**config.mk**
```make
export PLATFORM = sky130hd
export DESIGN_NAME = dec_stage
export DESIGN_NICKNAME = d
export VERILOG_FILES = /design/src/rtl/dec_stage.sv
export SDC_FILE = /design/constraint.sdc
export NUM_CORES = 1
export LEC_CHECK = 0
export BUFFER_PORTS_ARGS = -buffer_cell sky130_fd_sc_hd__buf_4
export CAP_MARGIN = 15
export CORE_ASPECT_RATIO = 1.5
export CORE_MARGIN = 10
export CORE_UTILIZATION = 35
export CTS_CLUSTER_SIZE = 10
export DETAILED_ROUTE_END_ITERATION = 8
export PLACE_DENSITY = 0.68
export SLEW_MARGIN = 20
export SYNTH_ARGS = -nofsm -noshare
export SYNTH_HDL_FRONTEND = slang
export SYNTH_SLANG_ARGS = --single-unit
```
**constraint.sdc**
```tcl
create_clock -name clock -period 2.1 [get_ports clock]
set_input_delay 0 -clock clock [delete_from_list [all_inputs] [get_ports clock]]
set_output_delay 0 -clock clock [all_outputs]
set_load 0.05 [all_outputs]
```
**src/rtl/dec_stage.sv**
```systemverilog
// -----------------------------------------------------------------------------
// dec_stage -- registered RISC-V (RV32I / RV64I base) instruction decoder stage
//
// Takes one 32-bit instruction per valid/ready handshake from fetch and presents
// the decoded fields one cycle later on a valid/ready execute-side interface.
//
// Parameters
//   XLEN           datapath width, 32 or 64
//   ILLEGAL_CNT_W  width of the saturating illegal-instruction counter
//
// Ports
//   clock, reset_n           rising-edge clock, asynchronous active-low reset
//   in_valid/in_ready        fetch handshake; in_inst, in_pc fetch payload
//   out_valid/out_ready      execute handshake; out_pc plus decoded fields:
//     rd, rs1, rs2           register indices
//     imm                    sign-extended immediate (type dependent)
//     alu_op                 {modifier bit, funct3}
//     inst_type              instruction class code (0 = none / illegal)
//     is_mem_sign, is_word   !funct3[2], RV64 *W-form marker
//     illegal                instruction not recognised
//   flush                    drop everything in flight at the next edge
//   illegal_cnt              transfers carrying illegal=1, saturating
//
// Build option
//   DEC_STAGE_SKID_EN  when defined, adds a one-entry skid buffer so in_ready
//                      comes from a register and throughput is kept under
//                      toggling back-pressure. Undefined: a single output
//                      register with a combinational in_ready.
// -----------------------------------------------------------------------------
module dec_stage #(
    parameter int XLEN          = 32,
    parameter int ILLEGAL_CNT_W = 16
) (
    input  logic                     clock,
    input  logic                     reset_n,
    input  logic                     in_valid,
    output logic                     in_ready,
    input  logic [31:0]              in_inst,
    input  logic [XLEN-1:0]          in_pc,
    output logic                     out_valid,
    input  logic                     out_ready,
    output logic [XLEN-1:0]          out_pc,
    output logic [4:0]               rd,
    output logic [4:0]               rs1,
    output logic [4:0]               rs2,
    output logic [XLEN-1:0]          imm,
    output logic [3:0]               alu_op,
    output logic [4:0]               inst_type,
    output logic                     is_mem_sign,
    output logic                     is_word,
    output logic                     illegal,
    input  logic                     flush,
    output logic [ILLEGAL_CNT_W-1:0] illegal_cnt
);

    localparam bit RV64 = (XLEN == 64);

    typedef struct packed {
        logic [XLEN-1:0] pc;
        logic [4:0]      rd;
        logic [4:0]      rs1;
        logic [4:0]      rs2;
        logic [XLEN-1:0] imm;
        logic [3:0]      alu_op;
        logic [4:0]      inst_type;
        logic            is_mem_sign;
        logic            is_word;
        logic            illegal;
    } dec_t;

    // ------------------------------------------------------------------
    // Combinational decode of the incoming instruction
    // ------------------------------------------------------------------
    logic [6:0]      opcode;
    logic [2:0]      funct3;
    logic [XLEN-1:0] imm_i, imm_s, imm_b, imm_u, imm_j;
    logic            dec_ok;
    dec_t            dec_d;

    assign opcode = in_inst[6:0];
    assign funct3 = in_inst[14:12];

    // inst[31] is the sign bit of every format; it fills the replicated top bits.
    assign imm_i = {{(XLEN-11){in_inst[31]}}, in_inst[30:20]};
    assign imm_s = {{(XLEN-11){in_inst[31]}}, in_inst[30:25], in_inst[11:7]};
    assign imm_b = {{(XLEN-12){in_inst[31]}}, in_inst[7], in_inst[30:25], in_inst[11:8], 1'b0};
    assign imm_u = {{(XLEN-31){in_inst[31]}}, in_inst[30:12], 12'b0};
    assign imm_j = {{(XLEN-20){in_inst[31]}}, in_inst[19:12], in_inst[20], in_inst[30:21], 1'b0};

    always_comb begin
        dec_ok            = 1'b1;
        dec_d             = '0;
        dec_d.pc          = in_pc;
        dec_d.rd          = in_inst[11:7];
        dec_d.rs1         = in_inst[19:15];
        dec_d.rs2         = in_inst[24:20];
        dec_d.is_mem_sign = ~funct3[2];
        case (opcode)
            7'h13, 7'h1B: begin
                // RV32 has no *W forms and shift amounts stop at 31 (inst[25]=0).
                if ((opcode == 7'h1B && !RV64) ||
                    (funct3[1:0] == 2'b01 && in_inst[25] && !RV64)) begin
                    dec_ok = 1'b0;
                end
                dec_d.inst_type = 5'd1;
                dec_d.imm       = imm_i;
                dec_d.alu_op    = {in_inst[30] & (funct3 == 3'b101), funct3};
                dec_d.is_word   = opcode[3];
            end
            7'h33, 7'h3B: begin
                if (opcode == 7'h3B && !RV64) begin
                    dec_ok = 1'b0;
                end
                dec_d.inst_type = 5'd2;
                dec_d.alu_op    = {in_inst[30], funct3};
                dec_d.is_word   = opcode[3];
            end
            7'h37: begin
                dec_d.inst_type = 5'd3;
                dec_d.imm       = imm_u;
            end
            7'h17: begin
                dec_d.inst_type = 5'd4;
                dec_d.imm       = imm_u;
            end
            7'h6F: begin
                dec_d.inst_type = 5'd5;
                dec_d.imm       = imm_j;
            end
            7'h67: begin
                dec_d.inst_type = 5'd6;
                dec_d.imm       = imm_i;
            end
            7'h63: begin
                dec_d.inst_type = 5'd7;
                dec_d.imm       = imm_b;
                dec_d.alu_op    = {1'b0, funct3};
            end
            7'h73: begin
                // Only the bare ECALL/EBREAK encodings are supported.
                dec_ok          = (in_inst[31:21] == 11'd0) && (funct3 == 3'b000);
                dec_d.inst_type = in_inst[20] ? 5'd8 : 5'd9;
            end
            7'h03: begin
                // LD (011) and LWU (110) exist only in RV64; 111 is never a load.
                dec_ok          = (funct3 != 3'b111) &&
                                  (RV64 || !(funct3 == 3'b011 || funct3 == 3'b110));
                dec_d.inst_type = {3'b100, funct3[1:0]};
                dec_d.imm       = imm_i;
            end
            7'h23: begin
                dec_ok          = !funct3[2] && (RV64 || funct3 != 3'b011);
                dec_d.inst_type = {3'b101, funct3[1:0]};
                dec_d.imm       = imm_s;
            end
            default: dec_ok = 1'b0;
        endcase
        if (!dec_ok || in_inst[1:0] != 2'b11) begin
            dec_d.inst_type = 5'd0;
            dec_d.imm       = '0;
            dec_d.alu_op    = 4'd0;
            dec_d.is_word   = 1'b0;
            dec_d.illegal   = 1'b1;
        end
    end

    // ------------------------------------------------------------------
    // Output register, optional skid entry, handshakes
    // ------------------------------------------------------------------
    dec_t out_q;
    logic out_valid_q;
    logic accept;
    logic xfer;

    assign xfer = out_valid_q & out_ready;

`ifdef DEC_STAGE_SKID_EN
    dec_t skid_q;
    logic skid_valid_q;
    logic out_free;

    // Ready is the registered "skid empty" flag; flush forces it high because
    // whatever arrives during a flush is discarded anyway.
    assign in_ready = ~skid_valid_q | flush;
    assign accept   = in_valid & in_ready & ~flush;
    assign out_free = ~out_valid_q | out_ready;

    always_ff @(posedge clock or negedge reset_n) begin
        if (!reset_n) begin
            out_valid_q  <= 1'b0;
            out_q        <= '0;
            skid_valid_q <= 1'b0;
            skid_q       <= '0;
        end else if (flush) begin
            out_valid_q  <= 1'b0;
            skid_valid_q <= 1'b0;
        end else if (out_free) begin
            if (skid_valid_q) begin
                // in_ready is low while the skid is full, so no accept here.
                out_q        <= skid_q;
                out_valid_q  <= 1'b1;
                skid_valid_q <= 1'b0;
            end else begin
                out_valid_q <= accept;
                if (accept) begin
                    out_q <= dec_d;
                end
            end
        end else if (accept) begin
            skid_q       <= dec_d;
            skid_valid_q <= 1'b1;
        end
    end
`else
    // Flush empties the stage, so ready may be raised for that cycle too.
    assign in_ready = ~out_valid_q | out_ready | flush;
    assign accept   = in_valid & in_ready & ~flush;

    always_ff @(posedge clock or negedge reset_n) begin
        if (!reset_n) begin
            out_valid_q <= 1'b0;
            out_q       <= '0;
        end else if (flush) begin
            out_valid_q <= 1'b0;
        end else if (~out_valid_q | out_ready) begin
            out_valid_q <= accept;
            if (accept) begin
                out_q <= dec_d;
            end
        end
    end
`endif

    // ------------------------------------------------------------------
    // Illegal-instruction counter: counts completed transfers only
    // ------------------------------------------------------------------
    logic [ILLEGAL_CNT_W-1:0] illegal_cnt_q;

    always_ff @(posedge clock or negedge reset_n) begin
        if (!reset_n) begin
            illegal_cnt_q <= '0;
        end else if (xfer && out_q.illegal && illegal_cnt_q != '1) begin
            illegal_cnt_q <= illegal_cnt_q + 1'b1;
        end
    end

    assign out_valid   = out_valid_q;
    assign out_pc      = out_q.pc;
    assign rd          = out_q.rd;
    assign rs1         = out_q.rs1;
    assign rs2         = out_q.rs2;
    assign imm         = out_q.imm;
    assign alu_op      = out_q.alu_op;
    assign inst_type   = out_q.inst_type;
    assign is_mem_sign = out_q.is_mem_sign;
    assign is_word     = out_q.is_word;
    assign illegal     = out_q.illegal;
    assign illegal_cnt = illegal_cnt_q;

endmodule
```
==> results.txt <==
Status -> complete, no violations
Multi-input logic area -> 0.00205 mm²
Layout area overhead -> 49.8%
Slew at the pin with the worst max-slew slack -> 0.977 ns
Die Span X -> 116 µm
Part of the Yosys area used for sequential elements -> 0.557
Effective utilization at floorplan -> 0.358
Core occupancy in the finished layout -> 0.537
Worst rel slew slack -> 0.347
CTS clk-pin slew, worst paths -> 0.07 ns
Pin count of the biggest net entering global routing -> 59
Maximum vdd ir drop -> 0.427 mV
Final Power -> 5.83 mW
Main synth FF type -> sky130_fd_sc_hd__dfrtp_1
Ratio of final minimum period to clock period -> 0.883
Routed WL per cell -> 18.8 µm
Count of cells along the worst register-to-register path -> 4
Logic pwr share -> 0.306
Count of non-filler cells in the finished layout -> 832
Dpl cells -> 755
Count leader, synth -> sky130_fd_sc_hd__dfrtp_1
Switching power share of the total -> 0.360
Largest area contributor in the synthesized netlist -> sky130_fd_sc_hd__dfrtp_1
Last weighted congestion value of the routability-driven placer -> 0.903
Clock tree from TritonCTS -> done
Netlist area before placement -> 0.00485 mm²
Number of antenna violations at the first check in global routing -> 0
Data arrival time of the worst path -> 2.03 ns
Unrepaired setup endpoints after global routing -> no
Drt drc -> 0
Final max-slew violation count -> 0
Number of maximum-capacitance constraint violations -> 0
Die H -> 164 µm
Unique cell type count in the Yosys netlist -> 51
Kind of critical path -> in2reg
Syn_nets -> 501
Sequence of cells on the critical path -> dlygate4sd3_1, buf_4, nand2b_1, a21o_4, a211oi_1, a21oi_4, o21ai_0
Reg area -> 0.00270 mm²
Number of setup violations in the final report -> 0
Total congestion overflow -> 0
Global-route wire length before repair -> 25.0 mm
Share of post-route cells with drive strength above 1 -> 0.415
Clk sink count -> 108
Sort of element at the start of the critical path -> input pin
Cells after synthesis -> 431
Vias per Instance -> 5.14
Worst Hold Slack -> 0.0171 ns
Post-layout nets -> 735
Detailed Route WL -> 15.6 mm
Internal power consumption -> 3.73 mW
Number of enable-type register cells in the synthesized netlist -> 0
Flop pwr share -> 0.419
Total iterations of the first detailed-routing run -> 4
Ant diodes -> 0
Layout Skew -> 0.00790 ns
Number of global-route vias before repair -> 4695
Total routing resource utilization after global routing -> 0.166
Largest driver fanout on the critical path -> 25
Final ANT Viol Nets -> 0
Proportion of synthesized flip-flops having asynchronous set or reset -> 1.00
Class of the worst hold path -> in2reg
Skew-Pair Late Insertion Delay -> 0.34 ns
Number of H-tree levels -> 3
Endpoint type of the worst setup path -> flop
Biggest area contributors in the synthesized netlist -> sky130_fd_sc_hd__dfrtp_1 56%, sky130_fd_sc_hd__mux2_2 11%, sky130_fd_sc_hd__nand2_1 5.0%
TritonCTS buffer count -> 9
CTS Buffer Depth -> 2
Total die area -> 0.0191 mm²
Total number of vias -> 4274
Yosys top cell area share -> 0.557
Root buf cell -> sky130_fd_sc_hd__clkbuf_16
Instance count along the most critical hold path -> 3
Most frequent cells after synthesis -> 108 x sky130_fd_sc_hd__dfrtp_1, 64 x sky130_fd_sc_hd__nand2_1, 47 x sky130_fd_sc_hd__mux2_2
Mean post-synth cell area -> 11.3 µm²
Count of endpoints failing hold in the final timing report -> 0
Number of fill cells -> 1167
Area of the core region -> 0.0135 mm²
Max incr delay on CP -> 0.79 ns
Post-CTS setup buffer count -> 0
Pwr/cell area -> 802 mW/mm²
Switching power of the nets -> 2.09 mW
Num rows -> 52
Data required time of the worst path -> 2.28 ns
Final Critical Period -> 1.85 ns
DP HPWL -> 11.5 mm
Top-level I/O count -> 178
Highest Clock Rate -> 0.539 GHz
Synth warnings -> 0
Synthesized flop and latch total -> 108
1st-iter DRT viols -> 246
Share of total power in the clock network -> 0.274
Slowest-stage cell, CP -> sky130_fd_sc_hd__a21oi_4
P_leak -> 3.43 nW
Port Buffers -> 177
## metrics by stage
stage | TNS [ns] | worst slack [ns] | area (µm²)
4_1_cts | 0 | 0.0389 | 7250
3_3_place_gp | 0 | 0.0641 | 6360
5_1_grt | 0 | 0.0422 | 7260
2_1_floorplan | 0 | 0.0763 | 4850
6_report | 0 | 0.245 | 7260
3_5_place_dp | -0.00183 | -0.00183 | 6360
## area by class of cell
| type | count | area share |
|---|---|---|
| inverters | 5 | 0.00258 |
| clock buffers | 10 | 0.0315 |
| multi-input cells | 295 | 0.282 |
| clock inverters | 6 | 0.00706 |
| well taps | 162 | 0.0279 |
| repair buffers | 246 | 0.277 |
| flip-flops and latches | 108 | 0.372 |
## routing by layer
layer,share of wire,GRT usage
met5,0,0
met4,0.018,0.0525
met3,0.099,0.0719
met2,0.51,0.288
met1,0.37,0.175
## placed cells by master, fill, tap and decap left out, types with 4 or more instances in the layout
cell type	Yosys	final
sky130_fd_sc_hd__nand3_1	9	9
sky130_fd_sc_hd__inv_1	5	5
sky130_fd_sc_hd__a21oi_1	29	29
sky130_fd_sc_hd__xor2_1	10	10
sky130_fd_sc_hd__dfrtp_1	108	107
sky130_fd_sc_hd__and2_1	5	5
sky130_fd_sc_hd__clkbuf_16	0	9
sky130_fd_sc_hd__nor3_1	9	8
sky130_fd_sc_hd__o21ai_2	20	20
sky130_fd_sc_hd__nor2_1	11	11
sky130_fd_sc_hd__xnor2_1	4	4
sky130_fd_sc_hd__buf_4	1	184
sky130_fd_sc_hd__mux2_2	47	47
sky130_fd_sc_hd__a22o_1	6	6
sky130_fd_sc_hd__o21ai_0	17	17
sky130_fd_sc_hd__nand2_1	64	64
sky130_fd_sc_hd__clkinv_4	0	5
sky130_fd_sc_hd__nand4_1	5	5
sky130_fd_sc_hd__a22oi_1	5	5
sky130_fd_sc_hd__a21o_1	5	4
sky130_fd_sc_hd__nor4_1	6	5
sky130_fd_sc_hd__dlygate4sd3_1	0	61
## sequential cells by signal (all words and copies together), names as in the netlist
signal and count:
illegal_cnt 16, is_mem_sign 1, illegal 1, inst_type 5, is_word 1, imm 32, rd 5, alu_op 4
out_valid 1, out_pc 32, rs2 5, rs1 5
## critical path, delay by kind of cell
kind / cells / cell delay [ns]
compound gates: 4 / 1.24
buf+inv: 2 / 0.68
simple gates: 1 / 0.10
## path summary, 6_finish.rpt
| check | startpoint | endpoint | slack, ns |
|---|---|---|---|
| max in group asynchronous | reset_n | rd[1] | 1.12 |
| hold reg to reg | inst_type[4] | inst_type[4] | 0.49 |
| setup / recovery | in_valid | imm[14] | 0.25 |
| min in group asynchronous | reset_n | imm[5] | 0.20 |
| hold / removal | in_inst[13] | imm[13] | 0.02 |
| setup reg to reg | out_valid | imm[14] | 0.25 |
## cell families (layout without fill, tap and decap cells)
group,count (synthesis),count (layout),share of synthesized area
DFF,108,108,0.557
xor gates and xnor gates,14,14,0.0253
and+or+nand+nor,132,132,0.135
muxes,49,49,0.113
buffers and inverters,28,267,0.0263
AOI/OAI and AO/OA,99,99,0.140
adders and majority gates,1,1,0.00258
## what timing repair did
| item | in CTS | in global routing |
|---|---|---|
| endpoints found under the hold margin | 119 | 0 |
| endpoints found under the setup margin | 0 | 9 |
| gates resized for setup | 0 | 2 |
| hold buffers | 61 | 0 |
## power by group through the flow
stage                     logic, mW  registers [mW]  clock network [mW]
after floorplan               0.329            3.20                   0
after global placement         1.68            2.47                   0
after detailed placement       1.70            2.48                   0
after CTS                      1.80            2.44                1.64
after global routing           1.89            2.47                1.72
final                          1.79            2.44                1.60
No activity file was read; power rests on OpenSTA's default activity.
